<file path="src/rtl/vehicle_plant_if.sv">
`default_nettype none
// +----------------------------------------------------------------------------+
// | vehicle_plant_if : controller <-> vehicle plant command/measurement bundle  |
// | Rev 1.0                                                                     |
// +----------------------------------------------------------------------------+
interface vehicle_plant_if;
  logic [2:0]  fuel;
  logic        brake;
  logic [7:0]  speed;
  logic        tick;
  logic [1:0]  state;
  logic [15:0] distance;

  modport master (
    output fuel, brake,
    input  speed, tick, state, distance
  );

  modport slave (
    input  fuel, brake,
    output speed, tick, state, distance
  );
endinterface
`default_nettype wire

</file>
<file path="src/rtl/vehicle_plant.sv">
`default_nettype none
// +----------------------------------------------------------------------------+
// | vehicle_plant : tick-based speed/odometer model driven by fuel and brake    |
// | Rev 1.0                                                                     |
// +----------------------------------------------------------------------------+
module vehicle_plant #(
  parameter int MAX_SPEED   = 200,
  parameter int UPDATE_DIV  = 4,
  parameter int DRAG        = 1,
  parameter int BRAKE_DECEL = 8
) (
  input wire              clock,
  input wire              reset,
  vehicle_plant_if.slave  plant_io
);

  localparam int DIV_W = $clog2(UPDATE_DIV);
  localparam logic [DIV_W-1:0]   DIV_LAST = DIV_W'(UPDATE_DIV - 1);
  localparam logic [DIV_W-1:0]   DIV_ONE  = DIV_W'(1);
  localparam logic signed [9:0]  DRAG_S   = 10'(DRAG);
  localparam logic signed [10:0] MAX_S    = 11'(MAX_SPEED);

  typedef enum logic [1:0] {
    STOPPED = 2'd0,
    ACCEL   = 2'd1,
    COAST   = 2'd2,
    BRAKING = 2'd3
  } state_e;

  logic [DIV_W-1:0]   div_cnt_q, div_cnt_d;
  logic [2:0]         fuel_q;
  logic               brake_q;
  logic [7:0]         speed_q, speed_d;
  logic [15:0]        dist_q, dist_d;
  state_e             state_q, state_d;
  logic               tick_q, tick_d;

  logic               update;
  logic signed [9:0]  delta;
  logic signed [10:0] sum;
  logic [7:0]         speed_next;
  state_e             state_next;

  always_comb begin
    update = (div_cnt_q == DIV_LAST);
    delta  = $signed({7'd0, fuel_q}) - DRAG_S;
    // 11-bit signed sum so both underflow below 0 and overshoot past 255 are visible
    sum    = $signed({3'd0, speed_q}) + $signed({delta[9], delta});

    if (brake_q) begin
      if (int'(speed_q) > BRAKE_DECEL) speed_next = speed_q - 8'(BRAKE_DECEL);
      else                             speed_next = 8'd0;
    end else if (sum < 0) begin
      speed_next = 8'd0;
    end else if (sum > MAX_S) begin
      speed_next = 8'(MAX_SPEED);
    end else begin
      speed_next = sum[7:0];
    end

    if (speed_next == 8'd0)                         state_next = STOPPED;
    else if (brake_q)                               state_next = BRAKING;
    else if ((delta > 0) && (speed_next > speed_q)) state_next = ACCEL;
    else                                            state_next = COAST;
  end

  always_comb begin
    div_cnt_d = update ? '0 : div_cnt_q + DIV_ONE;
    speed_d   = speed_q;
    state_d   = state_q;
    dist_d    = dist_q;
    tick_d    = update;
    if (update) begin
      speed_d = speed_next;
      state_d = state_next;
      // odometer integrates the speed that was in force during the elapsed tick
      dist_d  = dist_q + 16'(speed_q);
    end
  end

  always_ff @(posedge clock) begin
    if (reset) begin
      div_cnt_q <= '0;
      fuel_q    <= 3'd0;
      brake_q   <= 1'b0;
      speed_q   <= 8'd0;
      dist_q    <= 16'd0;
      state_q   <= STOPPED;
      tick_q    <= 1'b0;
    end else begin
      div_cnt_q <= div_cnt_d;
      fuel_q    <= plant_io.fuel;
      brake_q   <= plant_io.brake;
      speed_q   <= speed_d;
      dist_q    <= dist_d;
      state_q   <= state_d;
      tick_q    <= tick_d;
    end
  end

  assign plant_io.speed    = speed_q;
  assign plant_io.tick     = tick_q;
  assign plant_io.state    = state_q;
  assign plant_io.distance = dist_q;

endmodule
`default_nettype wire

</file>
<file path="src/flat_wrapper.sv">
// flat-port wrapper written by rule: the top's interface ports become plain ports
module vehicle_plant_flat 
#(
  parameter int MAX_SPEED   = 200,
  parameter int UPDATE_DIV  = 4,
  parameter int DRAG        = 1,
  parameter int BRAKE_DECEL = 8
)
  (clock, reset, plant_io_fuel, plant_io_brake, plant_io_speed, plant_io_tick, plant_io_state, plant_io_distance);
  vehicle_plant_if plant_io_i ();
  input wire clock;
  input wire reset;
  input wire logic [$bits(plant_io_i.fuel)-1:0] plant_io_fuel;
  input wire logic [$bits(plant_io_i.brake)-1:0] plant_io_brake;
  output wire logic [$bits(plant_io_i.speed)-1:0] plant_io_speed;
  output wire logic [$bits(plant_io_i.tick)-1:0] plant_io_tick;
  output wire logic [$bits(plant_io_i.state)-1:0] plant_io_state;
  output wire logic [$bits(plant_io_i.distance)-1:0] plant_io_distance;
  assign plant_io_i.fuel = plant_io_fuel;
  assign plant_io_i.brake = plant_io_brake;
  assign plant_io_speed = plant_io_i.speed;
  assign plant_io_tick = plant_io_i.tick;
  assign plant_io_state = plant_io_i.state;
  assign plant_io_distance = plant_io_i.distance;
  vehicle_plant #(.MAX_SPEED(MAX_SPEED), .UPDATE_DIV(UPDATE_DIV), .DRAG(DRAG), .BRAKE_DECEL(BRAKE_DECEL)) u_core (.clock(clock), .reset(reset), .plant_io(plant_io_i));
endmodule
</file>
<file path="config.mk">
export PLATFORM = sky130hd
export DESIGN_NAME = vehicle_plant_flat
export DESIGN_NICKNAME = d
export VERILOG_FILES = /design/src/rtl/vehicle_plant_if.sv /design/src/rtl/vehicle_plant.sv /design/src/flat_wrapper.sv
export SDC_FILE = /design/constraint.sdc
export NUM_CORES = 1
export LEC_CHECK = 0
export ABC_AREA = 0
export CAP_MARGIN = 25
export CORE_ASPECT_RATIO = 1.5
export CORE_MARGIN = 10
export CORE_UTILIZATION = 40
export DETAILED_ROUTE_END_ITERATION = 7
export PLACE_DENSITY = 0.64
export SETUP_SLACK_MARGIN = 0.2
export SLEW_MARGIN = 20
export SYNTH_ARGS = -nofsm -noshare
export SYNTH_HDL_FRONTEND = slang
export SYNTH_SLANG_ARGS = --single-unit
</file>
<file path="constraint.sdc">
create_clock -name clock -period 5 [get_ports clock]
set_clock_uncertainty 0.1 [all_clocks]
set_input_delay 1 -clock clock [delete_from_list [all_inputs] [get_ports clock]]
set_output_delay 1 -clock clock [all_outputs]
set_load 0.02 [all_outputs]
</file>
Yosys cells after proc, flatten, opt, wreduce, memory -nomap -nowiden
Index checks and enable logic that the tools add are counted.

word-level totals
  bits in registers = 33
  bits of input ports = 6
  output and inout bits = 27
  word-level logic and storage cells = 28

cells by class
  add/sub/neg operators = 5
  magnitude comparators = 5
  equal/unequal tests = 1
  mux-type cells = 7
  reduce and logical (&&, ||, !) cells = 3

operators with widths
  kind                 count
  $mux 8               4
  $add 16x8->16        1
  $gt 11x9->1 const B  1
  $lt 11x1->1 const B  1
  $add 9x4->10         1
  $gt 8x4->1 const B   1
  $gt 8x8->1           1
  $logic_not 8->1      1
  $sub 8x4->8 const B  1
  $mux 2               3
  $gt 4x1->1 const B   1
  $sub 3x1->4 const B  1
  $add 2x1->2 const B  1
  $eq 2x2->1 const B   1
  $reduce_or 2->1      1
  $logic_and 1x1->1    1

Depth between registers and ports, before layout
Gate-level depths: netlist of the first run.

  depth after elaboration = 11
  gate-level depth with buffers = 20
  mapped depth without buffers = 20

Worst setup path after synthesis of the first run
OpenSTA, ideal clock, no wires.

  kind = register to register
  start = reg u_core.fuel_q[0]
  end = reg u_core.state_q[0], in the netlist u_core.plant_io.state[0]
  library setup time = 0.117 ns
  arrival time = 3.988 ns
  required time = 4.783 ns
  path slack = 0.796 ns
  cell stages (with the launch flop) = 21
  path buffers = 0
  period minus slack after synthesis = 4.204 ns
  path through = dfxtp_1 > inv_1 > ha_1 > inv_1 > fa_1 > a21oi_1 > nor2_1 > a221o_1 > and2_4 > a211oi_2 > nor2_2 > o221ai_1 > and2_1 > ha_1 > a21o_1 > a21o_1 > a21oi_1 > o21ai_0 > o221a_2 > o21a_1 > a22o_1

on the way
  cells in the longest elaborated chain, start to end = 11
  elaborated cells between the ends (all ways) = 14
  those cells by class = add/sub (2); order compare (4); mux (6); reduce/logical (2)

RTL lines
  what                      RTL line             RTL
  start, declared           vehicle_plant.sv:31  logic [2:0] fuel_q;
  start signal, assigned    vehicle_plant.sv:92  fuel_q <= plant_io.fuel;
  $sub 3x1->4 (*)           vehicle_plant.sv:46  delta = $signed({7'd0, fuel_q}) - DRAG_S;
  $add 9x4->10 (*)          vehicle_plant.sv:48  sum = $signed({3'd0, speed_q}) + $signed({delta[9], delta});
  $gt 11x9->1               vehicle_plant.sv:55  end else if (sum > MAX_S) begin
  $mux 8                    vehicle_plant.sv:55
  $mux 8 (*)                vehicle_plant.sv:53  end else if (sum < 0) begin
  $mux 8 (*)                vehicle_plant.sv:50  if (brake_q) begin
  net u_core.speed_next[5]  vehicle_plant.sv:41  logic [7:0] speed_next;
  $gt 8x8->1                vehicle_plant.sv:63  else if ((delta > 0) && (speed_next > speed_q)) state_next = ACCEL;
  $logic_and 1x1->1         vehicle_plant.sv:63
  $mux 2                    vehicle_plant.sv:63
  $mux 2                    vehicle_plant.sv:62  else if (brake_q) state_next = BRAKING;
  $mux 2 (*)                vehicle_plant.sv:61  if (speed_next == 8'd0) state_next = STOPPED;
  end signal, assigned      vehicle_plant.sv:96  state_q <= state_d;
  end, declared             vehicle_plant.sv:35  state_e state_q, state_d;

The timed path passes the listed nets; every way through them passes the cells marked *.
A chain may end at the register's enable or synchronous reset.

Final worst setup path of the first run
  start = reg u_core.fuel_q[1]
  end = reg u_core.state_q[0], in the netlist u_core.plant_io.state[0]

The elaborated chain is that of the path after synthesis.

==> results.json, run 1 <==
{
  "die_area_mm2": 0.0100,
  "gp_congestion": 0.946,
  "p_leak_nw": 1.21,
  "r2r_start": "u_core.fuel_q[1]$_SDFF_PP0_",
  "final_cells": 402,
  "drtIter0Drc": 134,
  "whs_path_depth": 1,
  "grt_pass1_wl_um": 11700,
  "start_util": 0.413,
  "antenna_found_initial": 0,
  "r2r_end": "u_core.plant_io.state[0]$_SDFFE_PP0P_",
  "grt_max_degree": 32,
  "area_growth_pct": 17.0,
  "hold_class": "reg2reg",
  "mostFrequentLayoutCell": "nor2_1",
  "fmax_ghz": 0.223,
  "power_density_mw_per_mm2": 279,
  "cts_root_buffer": "clkbuf_8",
  "drive_above_1_share": 0.0854,
  "end_kind": "register",
  "grt_pass1_vias": 2372,
  "slew_viol_final": 0,
  "r2r_cells": 20,
  "vias": 2284,
  "synth_cell_types": 60,
  "preCtsSetupSlack_ns": 0.423,
  "dr.pass1.iters": 5,
  "globalRouteOverflowTotal": 0,
  "drv_cap": 0,
  "coreArea_mm2": 0.00617,
  "status": "complete, no violations",
  "synth_edf_count": 0,
  "cts_buffer_depth": 2,
  "layout_common_cells": "nor2_1 (36), dfxtp_1 (33), clkdlybuf4s50_1 (32)",
  "ys_seq_area_frac": 0.259,
  "cts_inserted_buffers": 5,
  "ys_warn_count": 0,
  "detail_route.wl_per_cell_um": 17.0,
  "rsz0062_at_grt": "no",
  "syn_area_per_cell_um2": 8.55,
  "ys.flop_type": "dfxtp_1",
  "fillers": 599,
  "h-tree-depth": 2,
  "crit_fanout": 5,
  "numPortBuffers": 32,
  "max_slew.worst_pin.slew_ns": 0.885,
  "postRouteAntennaNets": 0,
  "die_w_um": 85.2,
  "r2r_slack_ns": 0.51,
  "placed_cells": 394,
  "fp.dieH_um": 118,
  "crit_start": "u_core.fuel_q[1]$_SDFF_PP0_",
  "ys_ff_latch": 33,
  "viasPerCell": 5.68,
  "finalCriticalPeriod_ns": 4.49,
  "hp-start": "u_core.div_cnt_q[0]$_SDFF_PP0_",
  "path_class": "reg2reg",
  "synthCells": 298,
  "final_nets": 357,
  "peakVddDrop_mv": 0.216,
  "io_pins": 33,
  "postRouteWirelength_um": 6820,
  "path_clk_slew_ns": 0.07,
  "async_reset_ff_frac": 0,
  "tns_ns": 0,
  "setup_viol": 0,
  "arrival_ns": 4.56,
  "syn_area_mm2": 0.00255,
  "setup_slack_ns": 0.509,
  "synth_fp_nets": 328,
  "slew_headroom": 0.410,
  "worst_ep_required_time_ns": 5.07,
  "timing.hold.ws_ns": 0.330,
  "period_share": 0.898,
  "cts_tree": "built",
  "track_usage": 0.139,
  "antennaDiodeCount": 0,
  "p_total_uw": 833,
  "drc": 0,
  "clk_latency_ns": 0.28,
  "ctsHoldBuffers": 0,
  "final_hold_viol_count": 0,
  "detailed_place_hpwl_um": 5310,
  "cts_sinks": 33,
  "whs_endpoint": "u_core.div_cnt_q[0]$_SDFF_PP0_",
  "rows": 35,
  "startpoint_type": "register"
}
## sequential cells by signal (all words and copies together), names as in the netlist
register	flops
u_core.brake_q	1
u_core.div_cnt_q	2
u_core.fuel_q	3
u_core.plant_io.distance	16
u_core.plant_io.speed	8
u_core.plant_io.state	2
u_core.plant_io.tick	1
## final cells by class
type,instances,area (um^2),area share
Timing Repair Buffer,34,335,0.112
Clock buffer,7,86.3,0.0290
Clock inverter,1,30.0,0.0101
Sequential cell,33,661,0.222
Inverter,16,60.1,0.0201
Tap cell,74,92.6,0.0311
Multi-Input combinational cell,237,1720,0.576
## kinds of logic (layout without fill, tap and decap cells)
| kind of cell | Yosys count | count (layout) | share of synthesized area |
|---|---|---|---|
| xor+xnor | 20 | 20 | 0.0687 |
| buf+inv | 28 | 58 | 0.0687 |
| fa+ha+maj | 24 | 24 | 0.124 |
| compound gates | 75 | 75 | 0.226 |
| simple gates | 109 | 109 | 0.218 |
| mux | 9 | 9 | 0.0353 |
| flops | 33 | 33 | 0.259 |
## synth_stat cells (2+ instances only)
| library cell | number | area [um^2] |
|---|---|---|
| nand4_1 | 5 | 31.3 |
| mux2i_1 | 9 | 90.1 |
| a21o_1 | 8 | 60.1 |
| nor2_2 | 2 | 12.5 |
| o21bai_1 | 2 | 15.0 |
| nor2_1 | 36 | 135 |
| nand2b_1 | 2 | 12.5 |
| clkbuf_8 | 3 | 41.3 |
| ha_1 | 22 | 275 |
| nor4_1 | 2 | 12.5 |
| xor2_1 | 10 | 87.6 |
| nand2_1 | 18 | 67.6 |
| o31ai_1 | 2 | 15.0 |
| nor2b_1 | 7 | 43.8 |
| nor3_1 | 9 | 45.0 |
| inv_1 | 16 | 60.1 |
| clkbuf_1 | 3 | 11.3 |
| fa_1 | 2 | 40.0 |
| nand3_1 | 12 | 60.1 |
| buf_6 | 3 | 33.8 |
| and2_1 | 3 | 18.8 |
| o21a_1 | 6 | 45.0 |
| dfxtp_1 | 33 | 661 |
| o21ai_0 | 14 | 70.1 |
| and3_1 | 4 | 25.0 |
| a211oi_1 | 4 | 30.0 |
| o2111ai_1 | 2 | 17.5 |
| a21oi_1 | 17 | 85.1 |
| a31oi_2 | 2 | 25.0 |
| xnor2_1 | 10 | 87.6 |
## what timing repair did
action                                  CTS  global route
endpoints found under the hold margin     0             0
setup buffers                             0             0
endpoints found under the setup margin    0             1
resized for setup                         0             1
## critical path, stage by stage (launching register included)
cell	delay [ns]
dfxtp_1	0.45
inv_1	0.07
ha_1	0.27
inv_1	0.06
fa_1	0.46
a21oi_2	0.25
nor2_1	0.10
a221o_1	0.38
and2_4	0.17
a211oi_2	0.31
nor2_2	0.10
o221ai_1	0.21
and2_1	0.18
ha_1	0.24
a21o_1	0.16
a21o_1	0.17
a21oi_1	0.13
o21ai_0	0.09
o221a_2	0.13
o21a_1	0.17
a22o_1	0.19
## per-stage QoR
step / instance area, um^2 / util
after floorplan: 2550 / -
final: 2980 / 0.483
after detailed placement: 2860 / 0.463
after CTS: 2980 / 0.482
after global routing: 2980 / 0.483
after global placement: 2860 / 0.463
## worst max path at each step
stage                                             to  slack [ns]  depth (start not counted)
3_5_place_dp   u_core.plant_io.state[0]$_SDFFE_PP0P_        0.42                         20
3_3_place_gp   u_core.plant_io.state[0]$_SDFFE_PP0P_        0.55                         20
4_1_cts        u_core.plant_io.state[0]$_SDFFE_PP0P_        0.41                         20
2_1_floorplan  u_core.plant_io.state[0]$_SDFFE_PP0P_        0.80                         20
5_1_grt        u_core.plant_io.state[0]$_SDFFE_PP0P_        0.23                         20
6_report       u_core.plant_io.state[0]$_SDFFE_PP0P_        0.51                         20
## report_power, final
part / leakage, nW / total (mW) / switching, mW / internal [mW]
Combinational: 0.884 / 0.282 / 0.159 / 0.123
Clock: 0.0585 / 0.260 / 0.0972 / 0.162
Sequential: 0.268 / 0.291 / 0.0184 / 0.273
## metal layers
metal	vias up	global-route usage	wire length, um
met5	-	0	0
met4	0	0.0671	243
met3	20	0.0325	289
met2	50	0.250	3670
met1	1085	0.144	2620
li1	1129	-	-
(Power assumes the default switching activity.)
==> run 2, diff against run 1 <==
--- a/config.mk
+++ b/config.mk
@@ -5,13 +5,12 @@
 export SDC_FILE = /design/constraint.sdc
 export NUM_CORES = 1
 export LEC_CHECK = 0
-export ABC_AREA = 0
 export CAP_MARGIN = 25
 export CORE_ASPECT_RATIO = 1.5
 export CORE_MARGIN = 10
-export CORE_UTILIZATION = 40
+export CORE_UTILIZATION = 56
 export DETAILED_ROUTE_END_ITERATION = 7
-export PLACE_DENSITY = 0.64
+export PLACE_DENSITY = 0.84
 export SETUP_SLACK_MARGIN = 0.2
 export SLEW_MARGIN = 20
 export SYNTH_ARGS = -nofsm -noshare
==> run 2 against run 1 <==
Compared with the run above: clock-buffer cell count is 2 lower; combinational power hardly changed; critical path type unchanged; largest cell class unchanged; critical endpoint unchanged; wire length fell by 3.3%; worst setup slack better by 0.010 ns.
==> results.json, run 2 (same netlist as run 1, synthesis figures left out) <==
{
  "drtIter0Drc": 149,
  "design_area_mm2": 0.00297,
  "hp-start": "u_core.div_cnt_q[0]$_SDFF_PP0_",
  "power_density_mw_per_mm2": 292,
  "cts_inserted_buffers": 5,
  "timing.hold.ws_ns": 0.337,
  "whs_endpoint": "u_core.div_cnt_q[0]$_SDFF_PP0_",
  "mostFrequentLayoutCell": "nor2_1",
  "slew_headroom": 0.406,
  "io_pins": 33,
  "largest_register_ffs": 16,
  "dr.pass1.iters": 4,
  "die_area_mm2": 0.00771,
  "rows": 30,
  "slew_viol_final": 0,
  "startpoint_type": "register",
  "gp_congestion": 0.944,
  "start_util": 0.571,
  "drc": 0,
  "grt_use_met1": 0.180,
  "postRouteAntennaNets": 0,
  "tns_ns": 0,
  "status": "complete, no violations",
  "clk_latency_ns": 0.28,
  "cts_buffer_depth": 2,
  "r2r_start": "u_core.fuel_q[1]$_SDFF_PP0_",
  "hold_class": "reg2reg",
  "cts_sinks": 33,
  "p_seq_frac": 0.336,
  "arrival_ns": 4.55,
  "grt_max_degree": 32,
  "final_hold_viol_count": 0,
  "end_kind": "register",
  "vias": 2313,
  "antennaDiodeCount": 0,
  "antenna_found_initial": 0,
  "switching_share": 0.314,
  "fmax_ghz": 0.223,
  "r2r_cells": 20,
  "h-tree-depth": 2,
  "max_slew.worst_pin.slew_ns": 0.891,
  "whs_path_depth": 1,
  "fp.dieH_um": 103,
  "final_nets": 357,
  "busiest_layer": "met2",
  "r2r_end": "u_core.plant_io.state[0]$_SDFFE_PP0P_",
  "grt_pass1_wl_um": 11000,
  "die_w_um": 75.1,
  "post_cts_resized": 0,
  "clock_power_share": 0.341,
  "coreArea_mm2": 0.00447,
  "area_growth_pct": 16.4,
  "cts_root_buffer": "clkbuf_8",
  "detailed_place_hpwl_um": 5100,
  "p_sw_uw": 272,
  "crit_fanout": 5,
  "numPortBuffers": 32,
  "rsz0062_at_grt": "no",
  "ctsHoldBuffers": 0,
  "period_share": 0.896,
  "r2r_slack_ns": 0.52,
  "track_usage": 0.181,
  "dpl_cell_area_mm2": 0.00283,
  "layout_common_cells": "nor2_1 (36), dfxtp_1 (33), clkdlybuf4s50_1 (32)",
  "peakVddDrop_mv": 0.301,
  "p_leak_nw": 1.22,
  "grt_use_met3": 0.0414,
  "fillers": 371,
  "finalCriticalPeriod_ns": 4.48,
  "worst_ep_required_time_ns": 5.07,
  "drive_above_1_share": 0.0884,
  "postRouteWirelength_um": 6600,
  "grt_pass1_vias": 2381,
  "setup_viol": 0,
  "use_met2": 0.328,
  "viasPerCell": 6.15,
  "cts_tree": "built",
  "detail_route.wl_per_cell_um": 17.6,
  "postCtsSetupRepairBufs": 0,
  "path_class": "reg2reg",
  "globalRouteOverflowTotal": 0,
  "combPwrFrac": 0.323,
  "drv_cap": 0,
  "intPower_uw": 593,
  "path_clk_slew_ns": 0.07
}
## run 2: cell types whose count changed in the layout (fill, tap and decap cells not counted), sizes merged
cell and change:
bufinv +1, clkbuf -2, clkinv +1
## run 2: worst max-delay path, stage by stage, from the launching register on
cell and delay [ns]:
dfxtp_1 0.45, inv_1 0.07, ha_1 0.28, inv_1 0.06
fa_1 0.46, a21oi_2 0.26, nor2_1 0.09, a221o_1 0.38
and2_4 0.17, a211oi_2 0.31, nor2_2 0.10, o221ai_1 0.19
and2_1 0.17, ha_1 0.24, a21o_1 0.16, a21o_1 0.16
a21oi_1 0.13, o21ai_0 0.10, o221a_2 0.14, o21a_1 0.17
a22o_1 0.19
## run 2: final cells by class
class	count	area (um^2)	share of cell area
sequential	33	661	0.223
clock buffer	5	68.8	0.0232
clock inverter	3	65.1	0.0219
multi-input combinational	237	1720	0.579
inverter	16	60.1	0.0202
tap	48	60.1	0.0202
timing repair buffer	34	335	0.113
## run 2: power by group through the flow
| stage | clock network [mW] | logic, mW | registers (mW) |
|---|---|---|---|
| final | 0.295 | 0.280 | 0.291 |
| after global routing | 0.312 | 0.309 | 0.293 |
| after CTS | 0.302 | 0.276 | 0.290 |
| after detailed placement | 0 | 0.274 | 0.296 |
| after global placement | 0 | 0.270 | 0.296 |
| after floorplan | 0 | 0.212 | 0.296 |
## run 2: per-layer routing
layer	vias up	part of all wire	routed length, um
met4	0	0.042	276
met2	88	0.51	3400
met5	-	0	0
met3	24	0.052	341
li1	1126	-	-
met1	1075	0.39	2580
## run 2: worst max path at each step
stage	endpoint	slack [ns]	depth (start not counted)	start
floorplan	u_core.plant_io.state[0]$_SDFFE_PP0P_	0.80	20	u_core.fuel_q[0]$_SDFF_PP0_
global placement	u_core.plant_io.state[0]$_SDFFE_PP0P_	0.57	20	u_core.fuel_q[1]$_SDFF_PP0_
detailed placement	u_core.plant_io.state[0]$_SDFFE_PP0P_	0.47	20	u_core.fuel_q[1]$_SDFF_PP0_
CTS	u_core.plant_io.state[0]$_SDFFE_PP0P_	0.46	20	u_core.fuel_q[1]$_SDFF_PP0_
global route	u_core.plant_io.state[0]$_SDFFE_PP0P_	0.20	20	u_core.fuel_q[1]$_SDFF_PP0_
finish	u_core.plant_io.state[0]$_SDFFE_PP0P_	0.52	20	u_core.fuel_q[1]$_SDFF_PP0_
## run 2: stage by stage
step / total power, mW / setup slack, ns / util / std cells
6_report: 0.865 / 0.519 / 0.664 / 376
5_1_grt: 0.913 / 0.199 / 0.664 / 376
4_1_cts: 0.868 / 0.459 / 0.663 / 376
3_5_place_dp: 0.570 / 0.467 / 0.633 / 368
3_3_place_gp: 0.566 / 0.567 / 0.633 / 368
2_1_floorplan: 0.508 / 0.796 / - / 298
